$ cat src/rtl/bt_pkg.sv
// Shared definitions for the bluetooth status link (transmitter and receiver).
// Holds the frame header byte, the frame length, the top-level FSM state
// encoding and the frame checksum helper.
package bt_pkg;

  localparam logic [7:0]  FrameHdr = 8'hA5;
  localparam int unsigned FrameLen = 5;

  typedef enum logic [2:0] {
    StIdle,
    StLoad,
    StSend,
    StWait,
    StDone
  } bt_state_e;

  // Checksum is the 8-bit wrapping sum of the four payload-preceding bytes.
  function automatic logic [7:0] frame_checksum(input logic [2:0] cur, input logic [15:0] vol);
    return FrameHdr + {5'b0, cur} + vol[15:8] + vol[7:0];
  endfunction

endpackage

$ cat src/rtl/uart_tx_byte.sv
// 8N1 byte serializer.
// Ports:
//   CLK, RST  - system clock, asynchronous active-high reset
//   start     - begin sending data; accepted only while ready is high
//   data      - byte to send, LSB first
//   TXD       - registered serial output, idle high
//   ready     - high when idle and during the last two cycles of the stop bit,
//               so a caller can issue the next start with no gap after the stop bit
// BIT_CYCLES must be at least 2.
module uart_tx_byte #(
  parameter int unsigned BIT_CYCLES = 4
) (
  input  logic       CLK,
  input  logic       RST,
  input  logic       start,
  input  logic [7:0] data,
  output logic       TXD,
  output logic       ready
);

  localparam int unsigned CntW = (BIT_CYCLES > 1) ? $clog2(BIT_CYCLES) : 1;
  localparam logic [CntW-1:0] LastCyc  = CntW'(BIT_CYCLES - 1);
  localparam logic [CntW-1:0] EarlyCyc = CntW'(BIT_CYCLES - 2);
  localparam logic [3:0]      StopBit  = 4'd9;

  logic            active_q, active_d;
  logic [3:0]      bit_q, bit_d;
  logic [CntW-1:0] cyc_q, cyc_d;
  logic [8:0]      sh_q, sh_d;
  logic            txd_q, txd_d;

  // One cycle of lookahead lets the caller's FSM spend a cycle presenting start.
  assign ready = !active_q || (bit_q == StopBit && cyc_q >= EarlyCyc);
  assign TXD   = txd_q;

  always_comb begin
    active_d = active_q;
    bit_d    = bit_q;
    cyc_d    = cyc_q;
    sh_d     = sh_q;
    txd_d    = txd_q;
    if (start && ready) begin
      active_d = 1'b1;
      bit_d    = '0;
      cyc_d    = '0;
      sh_d     = {1'b1, data};  // data bits followed by the stop bit
      txd_d    = 1'b0;          // start bit
    end else if (active_q) begin
      if (cyc_q == LastCyc) begin
        cyc_d = '0;
        if (bit_q == StopBit) begin
          active_d = 1'b0;
          txd_d    = 1'b1;
        end else begin
          txd_d = sh_q[0];
          sh_d  = {1'b1, sh_q[8:1]};
          bit_d = bit_q + 4'd1;
        end
      end else begin
        cyc_d = cyc_q + 1'b1;
      end
    end
  end

  always_ff @(posedge CLK or posedge RST) begin
    if (RST) begin
      active_q <= 1'b0;
      bit_q    <= '0;
      cyc_q    <= '0;
      sh_q     <= '0;
      txd_q    <= 1'b1;
    end else begin
      active_q <= active_d;
      bit_q    <= bit_d;
      cyc_q    <= cyc_d;
      sh_q     <= sh_d;
      txd_q    <= txd_d;
    end
  end

endmodule

$ cat src/rtl/bt_status_tx.sv
// Sends a 5-byte status frame (A5, current, vol hi, vol lo, checksum) over a
// UART line whenever the song index or volume changes, or on request.
// Ports:
//   CLK, RST   - system clock, asynchronous active-high reset
//   current    - index of the playing song
//   vol        - current volume word
//   send_req   - single-cycle request to force one frame
//   TXD        - serial line, idle high
//   busy       - high while a frame is in flight
//   frame_done - one-cycle pulse after the last stop bit
module bt_status_tx #(
  parameter int unsigned CLK_FREQ   = 100_000_000,
  parameter int unsigned BAUD       = 9600,
  parameter int unsigned BIT_CYCLES = CLK_FREQ / BAUD
) (
  input  logic        CLK,
  input  logic        RST,
  input  logic [2:0]  current,
  input  logic [15:0] vol,
  input  logic        send_req,
  output logic        TXD,
  output logic        busy,
  output logic        frame_done
);

  import bt_pkg::*;

  localparam logic [2:0] LastIdx = 3'(FrameLen - 1);

  bt_state_e   state_q, state_d;
  logic [2:0]  idx_q, idx_d;
  logic [2:0]  sh_cur_q;
  logic [15:0] sh_vol_q;
  logic        pending_q, pending_d;
  logic        busy_q, busy_d;
  logic        done_q;
  logic        ready_q;
  logic        trigger, latch;
  logic        tx_start, tx_ready;
  logic [7:0]  tx_data;

  assign trigger = send_req | pending_q | (current != sh_cur_q) | (vol != sh_vol_q);

  always_comb begin
    state_d  = state_q;
    idx_d    = idx_q;
    latch    = 1'b0;
    tx_start = 1'b0;
    unique case (state_q)
      StIdle: begin
        if (trigger) begin
          latch   = 1'b1;
          state_d = StLoad;
        end
      end
      StLoad: begin
        idx_d   = '0;
        state_d = StSend;
      end
      StSend: begin
        tx_start = 1'b1;
        state_d  = StWait;
      end
      StWait: begin
        // Rising ready marks the second-to-last stop-bit cycle: start the next
        // byte so its start bit follows the stop bit directly. For the last
        // byte, wait until the final stop-bit cycle instead.
        if (idx_q != LastIdx) begin
          if (tx_ready && !ready_q) begin
            idx_d   = idx_q + 3'd1;
            state_d = StSend;
          end
        end else if (tx_ready && ready_q) begin
          state_d = StDone;
        end
      end
      StDone:  state_d = StIdle;
      default: state_d = StIdle;
    endcase
  end

  always_comb begin
    pending_d = pending_q;
    if (latch) begin
      pending_d = 1'b0;
    end else if (send_req && state_q != StIdle) begin
      pending_d = 1'b1;
    end
    busy_d = busy_q;
    if (state_q == StLoad) begin
      busy_d = 1'b1;
    end else if (state_q == StDone) begin
      busy_d = 1'b0;
    end
  end

  // Frame bytes come only from the shadow copy, which is frozen outside IDLE.
  always_comb begin
    case (idx_q)
      3'd0:    tx_data = FrameHdr;
      3'd1:    tx_data = {5'b0, sh_cur_q};
      3'd2:    tx_data = sh_vol_q[15:8];
      3'd3:    tx_data = sh_vol_q[7:0];
      default: tx_data = frame_checksum(sh_cur_q, sh_vol_q);
    endcase
  end

  always_ff @(posedge CLK or posedge RST) begin
    if (RST) begin
      state_q   <= StIdle;
      idx_q     <= '0;
      sh_cur_q  <= '0;
      sh_vol_q  <= '0;
      pending_q <= 1'b0;
      busy_q    <= 1'b0;
      done_q    <= 1'b0;
      ready_q   <= 1'b0;
    end else begin
      state_q   <= state_d;
      idx_q     <= idx_d;
      pending_q <= pending_d;
      busy_q    <= busy_d;
      done_q    <= (state_d == StDone);
      ready_q   <= tx_ready;
      if (latch) begin
        sh_cur_q <= current;
        sh_vol_q <= vol;
      end
    end
  end

  assign busy       = busy_q;
  assign frame_done = done_q;

  uart_tx_byte #(
    .BIT_CYCLES(BIT_CYCLES)
  ) u_uart_tx_byte (
    .CLK  (CLK),
    .RST  (RST),
    .start(tx_start),
    .data (tx_data),
    .TXD  (TXD),
    .ready(tx_ready)
  );

endmodule

$ cat config.mk
export PLATFORM = sky130hd
export DESIGN_NAME = bt_status_tx
export DESIGN_NICKNAME = d
export VERILOG_FILES = /design/src/rtl/bt_pkg.sv /design/src/rtl/uart_tx_byte.sv /design/src/rtl/bt_status_tx.sv
export SDC_FILE = /design/constraint.sdc
export NUM_CORES = 1
export LEC_CHECK = 0
export CAP_MARGIN = 20
export CORE_ASPECT_RATIO = 2
export CORE_MARGIN = 5
export CORE_UTILIZATION = 40
export DETAILED_ROUTE_END_ITERATION = 10
export DONT_BUFFER_PORTS = 1
export PLACE_DENSITY_LB_ADDON = 0.3
export SYNTH_ARGS = -nofsm -noshare
export SYNTH_HDL_FRONTEND = slang
export SYNTH_SLANG_ARGS = --single-unit
$ cat constraint.sdc
create_clock -name CLK -period 6.5 [get_ports CLK]
set_clock_uncertainty 0.2 [all_clocks]
set_input_delay 0.65 -clock CLK [delete_from_list [all_inputs] [get_ports CLK]]
set_output_delay 0.65 -clock CLK [all_outputs]
set_load 0.03 [all_outputs]
# == Yosys cells after proc, flatten, opt, wreduce, memory -nomap -nowiden ==
# Index checks and enable logic that the tools add are counted.
# classes
bitwise_logic,3
add_sub_neg,6
eq_ne,16
reduce_logical,19
mux,35
magnitude_cmp,1
# ops
op,n
$mux 14,3
$mux 9,4
$pmux 8 s4,1
$mux 3,6
$add 8x8->8,2
$mux 4,4
$ne 16x16->1,1
$mux 1,15
$add 14x1->14 const B,1
$eq 14x14->1 const B,1
$ge 14x14->1 const B,1
$eq 3x2->1 const B,4
$pmux 3 s4,1
$reduce_bool 2->1,5
$add 8x3->8 const A,1
$eq 3x1->1 const B,2
$eq 3x3->1 const B,2
$logic_not 3->1,2
$ne 2x2->1 const B,3
$pmux 3 s2,1
$reduce_and 3->1,2
$logic_and 1x1->1,5
$add 4x1->4 const B,1
$eq 4x4->1 const B,1
other kinds (8),11
# totals
out_inout_bits,3
regBits,58
in_bits,22

# == Logic depth before layout (Yosys ltp) ==
# Gate-level depths: netlist (run 1).
# depth
ltp_word,8
ltp_mapped,12
mapped_depth_nobuf,12

# == Cells and area by module ==
# Synthesis (run 1) repeated with hierarchy kept, for this count alone.
# unflattened
cells_unflattened,385
area_unflattened_um2,3902.5
# modules_own_cells
mod,cells_each,seq_area_each_um2,instances,area_per_inst_um2
bt_status_tx,208,725.7,1,2203.4
uart_tx_byte,177,726.9,1,1699.1

# == Worst setup path after synthesis (run 1) ==
# OpenSTA, ideal clock, no wires.
# synth_timing
path_type,flip-flop to flip-flop
from,reg sh_cur_q[1]
to,reg u_uart_tx_byte.sh_q[7]
stages_incl_launch_ff,10
t_arrival_ns,2.698
path_slack_ns,3.460
n_path_buf,0
t_required_ns,6.158
path_cell_list,dfrtp_1 > fa_1 > fa_1 > fa_1 > a211oi_1 > o21bai_1 > a21oi_1 > xnor2_1 > a211oi_1 > a31oi_1
# synth_via
elab_chain_cells,5
# synth_lines
element,line_no,rtl
start: declaration,bt_status_tx.sv:32,logic [2:0] sh_cur_q;
start signal: assignment,bt_status_tx.sv:126,sh_cur_q <= current;
$add 8x3->8,bt_pkg.sv:19,"return FrameHdr + {5'b0, cur} + vol[15:8] + vol[7:0];"
$add 8x8->8 (2 in series),bt_pkg.sv:19,
$pmux 8 s4,bt_status_tx.sv:99,case (idx_q)
$mux 9,uart_tx_byte.sv:42,if (start && ready) begin
end signal: assignment,uart_tx_byte.sv:70,sh_q <= '0;
end signal: assignment,uart_tx_byte.sv:76,sh_q <= sh_d;
end: declaration,uart_tx_byte.sv:29,"logic [8:0] sh_q, sh_d;"
# No other way between the ends.
# A chain may end at the register's enable or synchronous reset.

# == Worst setup path after layout (run 1) ==
# Ends and elaborated chain as after synthesis.

==> results of run 1 <==
==> layout by cell type, fill, tap and decap left out, drive strengths merged, types with 5 or more instances in the layout <==
cell type	n
nor2	31
o21ai	9
clkinv	5
dfrtp	57
nor3	13
inv	28
mux2	19
xor2	11
nand3	7
a21oi	17
a211oi	5
nand2	18
nand4	10
ha	27
clkbuf	10
o22ai	8
xnor2	28
==> metal layers <==
metal,global-route usage,part of all wire,wire (µm)
met1,0.148,0.35,2760
met2,0.282,0.56,4370
met3,0.0449,0.041,321
met4,0.0924,0.052,412
met5,0,0,0
==> how the worst min path moves through the flow <==
stage	startpoint	endpoint	slack [ns]
2_1_floorplan	u_uart_tx_byte.sh_q[8]$_DFFE_PP0P_	u_uart_tx_byte.sh_q[8]$_DFFE_PP0P_	0.24
3_3_place_gp	u_uart_tx_byte.sh_q[8]$_DFFE_PP0P_	u_uart_tx_byte.sh_q[8]$_DFFE_PP0P_	0.26
3_5_place_dp	u_uart_tx_byte.sh_q[8]$_DFFE_PP0P_	u_uart_tx_byte.sh_q[8]$_DFFE_PP0P_	0.26
4_1_cts	RST	u_uart_tx_byte.cyc_q[6]$_DFFE_PP0P_	0.24
5_1_grt	vol[0]	sh_vol_q[0]$_DFFE_PP0P_	0.25
6_report	RST	u_uart_tx_byte.cyc_q[6]$_DFFE_PP0P_	0.21
==> logic make-up (layout without fill, tap and decap cells) <==
| logic type | count (synthesis) | after routing | share of synthesized area |
|---|---|---|---|
| DFF | 58 | 58 | 0.401 |
| muxes | 19 | 19 | 0.0787 |
| and+or+nand+nor | 100 | 100 | 0.142 |
| buffers and inverters | 40 | 47 | 0.0466 |
| AOI/OAI and AO/OA | 66 | 66 | 0.128 |
| xor gates and xnor gates | 39 | 39 | 0.0942 |
| adders and majority gates | 30 | 30 | 0.110 |
==> flip-flops by register name, summed over array words and instances, names as in the netlist <==
register	cells
state_q	3
u_uart_tx_byte.active_q	1
idx_q	3
u_uart_tx_byte.bit_q	4
ready_q	1
frame_done	1
busy	1
pending_q	1
sh_vol_q	16
u_uart_tx_byte.cyc_q	14
sh_cur_q	3
u_uart_tx_byte.sh_q	9
u_uart_tx_byte.TXD	1
==> final cells by class <==
cell class | count | share of cell area
Clock buffer | 10 | 0.0573
Clock inverter | 6 | 0.0144
Inverter | 29 | 0.0272
Multi-Input combinational cell | 254 | 0.502
Sequential cell | 58 | 0.363
Tap cell | 102 | 0.0319
Timing Repair Buffer | 2 | 0.00376
==> power by group <==
| part | leakage, nW | internal (mW) | total, mW | switching, mW |
|---|---|---|---|---|
| sequential | 0.687 | 0.368 | 0.377 | 0.00931 |
| clock | 0.142 | 0.293 | 0.455 | 0.162 |
| combinational | 0.917 | 0.0459 | 0.0945 | 0.0486 |
| total | 1.75 | 0.707 | 0.927 | 0.220 |
==> worst register-to-register path, cell delays in order (launching register included) <==
cell      delay, ns
dfrtp_1        0.44
fa_1           0.47
fa_1           0.50
fa_1           0.50
a211oi_1       0.34
o21bai_1       0.12
a21oi_1        0.18
xnor2_1        0.09
a211oi_1       0.25
a31oi_1        0.06
==> results.py, run 1 <==
metrics = {
    "die": {
        "initial_core_util": 0.405,
        "pin_count": 25,
        "core_area_um2": 8950,
        "die_y_um": 145,
        "row_count": 49,
        "dieArea_um2": 11200,
        "die_x_um": 77.3,
    },
    "power": {
        "p_total_mw": 0.927,
        "power_density_nw_per_um2": 232,
        "max-vdd-ir-drop_mv": 0.146,
        "cellLeakagePower_nw": 1.75,
    },
    "routing": {
        "routed_wl_um": 7860,
        "drtIter0Drc": 85,
        "ant_nets": 0,
        "avgRoutedWirePerCell_um": 17.1,
        "drc_errors": 0,
        "viasPerCell": 5.67,
        "dr.pass1.iters": 4,
        "vias": 2613,
    },
    "synthesis": {
        "netlist.area_leader.share": 0.394,
        "avgSynthCellArea_um2": 10.3,
        "synthesis.nets": 404,
        "synth_edf_count": 0,
        "synthCells": 352,
        "post-synth-top-count-cell": "dfrtp_1",
        "synth_area_leader_cell": "dfrtp_1",
        "ys_seq_area_frac": 0.401,
        "synthArstFlopShare": 1.00,
        "syn-cell-area_um2": 3620,
        "ys_warn_count": 0,
        "ys_ff_latch": 58,
        "synth_ff_type": "dfrtp_1",
        "synth_common_cells": "dfrtp_1, nor2_1, inv_1, xnor2_1, ha_1",
        "synthTopCellsByArea": "dfrtp_1, ha_1, mux2_4, xnor2_1, nor2_1",
        "yosysUniqueCellTypes": 52,
    },
    "clock_tree": {
        "cts_tree": "built",
        "postCtsSetupBuffers": 0,
        "clock_sinks": 58,
        "clk_pin_slew_ns": 0.05,
        "h-tree-depth": 3,
        "worstSkewPairLatency_ns": 0.33,
        "cts_buffer_depth": 2,
        "cts_root_buffer": "clkbuf_16",
        "postCtsHoldBufs": 0,
        "cts_resized": 0,
        "cts_buffers": 9,
    },
    "critical_path": {
        "timing.rr.start": "sh_cur_q[1]$_DFFE_PP0P_",
        "cp-endpoint": "u_uart_tx_byte.sh_q[7]$_DFFE_PP0P_",
        "crit_path_end_kind": "flop",
        "crit_top_cell": "fa_1",
        "cp_top_family": "adder cells",
        "cp_cell_sequence": "fa_1 -> fa_1 -> fa_1 -> a211oi_1 -> o21bai_1 -> a21oi_1 -> xnor2_1 -> a211oi_1 -> a31oi_1",
        "critical_path_class": "reg2reg",
        "path_depth": 9,
        "crit_fanout": 4,
        "worst-path-buf-inv": 0,
        "critical_path_arrival_ns": 3.27,
        "rr_endpoint": "u_uart_tx_byte.sh_q[7]$_DFFE_PP0P_",
        "slowest_stage": "fa_1",
        "crit_path_start": "sh_cur_q[1]$_DFFE_PP0P_",
        "worst_ep_required_time_ns": 6.48,
        "r2r_cells": 9,
        "rrSetupSlack_ns": 3.21,
        "slowest_delay_ns": 0.50,
        "start_kind": "flop",
    },
    "placement": {
        "gp_congestion": 0.821,
        "numPortBuffers": 0,
        "placed_cells": 445,
        "postPlaceCellArea_um2": 3710,
        "hpwl_um": 5910,
        "dpl_worst_slack_ns": 3.23,
    },
    "job": {
        "cap_viol_max_count": 0,
    },
    "sta": {
        "hold_viol": 0,
        "rsz0062_at_grt": "no",
        "finalSetupTns_ns": 0,
        "setup_slack_ns": 3.21,
        "slew-limit-headroom": 0.506,
        "period_minus_slack_ns": 3.29,
        "max_freq_ghz": 0.304,
        "worst_slew_pin_slew_ns": 0.741,
        "holdWs_ns": 0.207,
        "fin_crit_sh": 0.506,
        "timing.final.max_slew_violations": 0,
        "finalSetupViolCount": 0,
    },
    "layout": {
        "area_delta_synth_final_pct": 10.3,
        "fin_area_um2": 4000,
        "seq_area_um2": 1450,
        "multiInputGateArea_um2": 2010,
        "antenna_cells": 0,
        "fin_cells": 461,
        "drive_gt1_frac": 0.134,
        "final_net_count": 406,
        "fillerInstances": 839,
        "postLayoutCoreUtil": 0.446,
    },
    "global_routing": {
        "grt_usage": 0.154,
        "grt_max_degree": 59,
        "grt_pass1_vias": 2829,
        "antenna_found_initial": 0,
        "grt_first_pass_wirelength_um": 13500,
        "overflow": 0,
    },
    "status": {
        "outcome": "completed",
    },
    "hold_path": {
        "min_path_type": "in2async",
    },
}
Note: power is estimated with default switching activity, not from simulation.
==> run 2: changes to the inputs <==
- clock period: 6.5 -> 3.3 ns (I/O delays scaled with it)
==> results.py, run 2 (synthesis results as in run 1) <==
metrics = {
    "layout": {
        "layout_common_cells": "dfrtp_1, nor2_1, xnor2_1",
        "top_register": "sh_vol_q",
        "final_net_count": 431,
        "fillerInstances": 804,
        "fin_area_um2": 4300,
        "area_delta_synth_final_pct": 18.5,
        "reg_top3": "sh_vol_q (16), u_uart_tx_byte.cyc_q (14), u_uart_tx_byte.sh_q (9)",
        "fin_cells": 486,
        "antenna_cells": 0,
        "drive_gt1_frac": 0.143,
        "final_common_cell": "dfrtp_1",
        "postLayoutCoreUtil": 0.480,
        "largest_reg_flops": 16,
    },
    "status": {
        "outcome": "completed",
    },
    "sta": {
        "max_freq_ghz": 0.324,
        "fin_crit_sh": 0.936,
        "timing.final.max_slew_violations": 0,
        "setup_slack_ns": 0.212,
        "slew-limit-headroom": 0.414,
        "holdWs_ns": 0.211,
        "hold_viol": 0,
        "finalSetupTns_ns": 0,
        "rsz0062_at_grt": "no",
        "finalSetupViolCount": 0,
        "worst_slew_pin_slew_ns": 0.877,
        "period_minus_slack_ns": 3.09,
    },
    "global_routing": {
        "overflow": 0,
        "grt_first_pass_wirelength_um": 13900,
        "grt_pass1_vias": 2910,
        "antenna_found_initial": 0,
        "grt_usage": 0.157,
        "grt_max_degree": 43,
    },
    "placement": {
        "placed_cells": 449,
        "postPlaceCellArea_um2": 3740,
        "gp_congestion": 0.836,
        "dpl_worst_slack_ns": 0.0819,
        "numPortBuffers": 0,
        "hpwl_um": 5990,
    },
    "critical_path": {
        "critical_path_arrival_ns": 3.07,
        "rrSetupSlack_ns": 0.21,
        "path_depth": 10,
        "slowest_delay_ns": 0.49,
        "slowest_stage": "fa_1",
        "start_kind": "flop",
        "crit_fanout": 3,
        "crit_top_cell": "ha_1",
        "cp_top_family": "adder cells",
        "worst-path-buf-inv": 0,
        "worst_ep_required_time_ns": 3.28,
        "r2r_cells": 10,
        "crit_path_end_kind": "flop",
        "critical_path_class": "reg2reg",
        "cp_cell_sequence": "fa_1 -> ha_1 -> ha_1 -> fa_2 -> a211oi_2 -> o21bai_1 -> a21oi_1 -> xnor2_1 -> a211oi_1 -> a31oi_1",
    },
    "routing": {
        "routed_wl_um": 8070,
        "dr.pass1.iters": 4,
        "vias": 2717,
        "ant_nets": 0,
        "avgRoutedWirePerCell_um": 16.6,
        "viasPerCell": 5.59,
        "drtIter0Drc": 172,
        "drc_errors": 0,
    },
    "clock_tree": {
        "cts_root_buffer": "clkbuf_16",
        "clk_pin_slew_ns": 0.05,
        "clock_sinks": 58,
        "worstSkewPairLatency_ns": 0.33,
        "cts_buffer_depth": 2,
        "cts_tree": "built",
        "cts_buffers": 9,
        "h-tree-depth": 3,
    },
    "die": {
        "die_y_um": 145,
        "dieArea_um2": 11200,
        "pin_count": 25,
        "die_x_um": 77.3,
        "row_count": 49,
        "core_area_um2": 8950,
        "initial_core_util": 0.405,
    },
    "job": {
        "cap_viol_max_count": 0,
    },
    "hold_path": {
        "min_path_type": "in2reg",
        "hold_path_depth": 4,
    },
    "power": {
        "p_total_mw": 2.00,
        "cellLeakagePower_nw": 1.88,
        "max-vdd-ir-drop_mv": 0.355,
        "power_density_nw_per_um2": 465,
    },
}
## run 2: tightest hold or removal path, cell delays in order
cell and delay [ns]:
xnor2_1 0.05, nand4_1 0.09, nor4_2 0.07, o22ai_1 0.14
## run 2: power breakdown
part	switching, mW	leakage (nW)	internal, mW
Sequential	0.0165	0.687	0.724
Combinational	0.103	1.02	0.112
Clock	0.323	0.165	0.721
Total	0.443	1.88	1.56
## run 2: final timing paths
| check | from | end |
|---|---|---|
| setup / recovery | sh_cur_q[1]$_DFFE_PP0P_ | u_uart_tx_byte.sh_q[7]$_DFFE_PP0P_ |
| hold / removal | vol[1] | state_q[0]$_DFF_PP0_ |
| setup reg to reg | sh_cur_q[1]$_DFFE_PP0P_ | u_uart_tx_byte.sh_q[7]$_DFFE_PP0P_ |
| hold reg to reg | u_uart_tx_byte.sh_q[8]$_DFFE_PP0P_ | u_uart_tx_byte.sh_q[8]$_DFFE_PP0P_ |
| max in group asynchronous | RST | sh_vol_q[4]$_DFFE_PP0P_ |
| min in group asynchronous | RST | u_uart_tx_byte.cyc_q[6]$_DFFE_PP0P_ |
## run 2: area by class of cell
type / instances / area (µm²) / area share
multi-input cells: 254 / 2010 / 0.469
clock inverters: 4 / 72.6 / 0.0169
clock buffers: 12 / 267 / 0.0620
inverters: 29 / 109 / 0.0253
flip-flops and latches: 58 / 1450 / 0.338
repair buffers: 27 / 255 / 0.0594
well taps: 102 / 128 / 0.0297
## run 2: per-layer routing
layer / routed length, µm / part of all wire / global-route usage
met3: 312 / 0.039 / 0.0405
met1: 2900 / 0.36 / 0.150
met5: 0 / 0 / 0
met4: 289 / 0.036 / 0.0779
met2: 4570 / 0.57 / 0.303
## run 2: what timing repair did
item                                    CTS  global route
setup buffers                             0             0
endpoints found under the setup margin    0             1
endpoints found under the hold margin    60             0
resized for setup                         0             2
hold buffers                             21             0
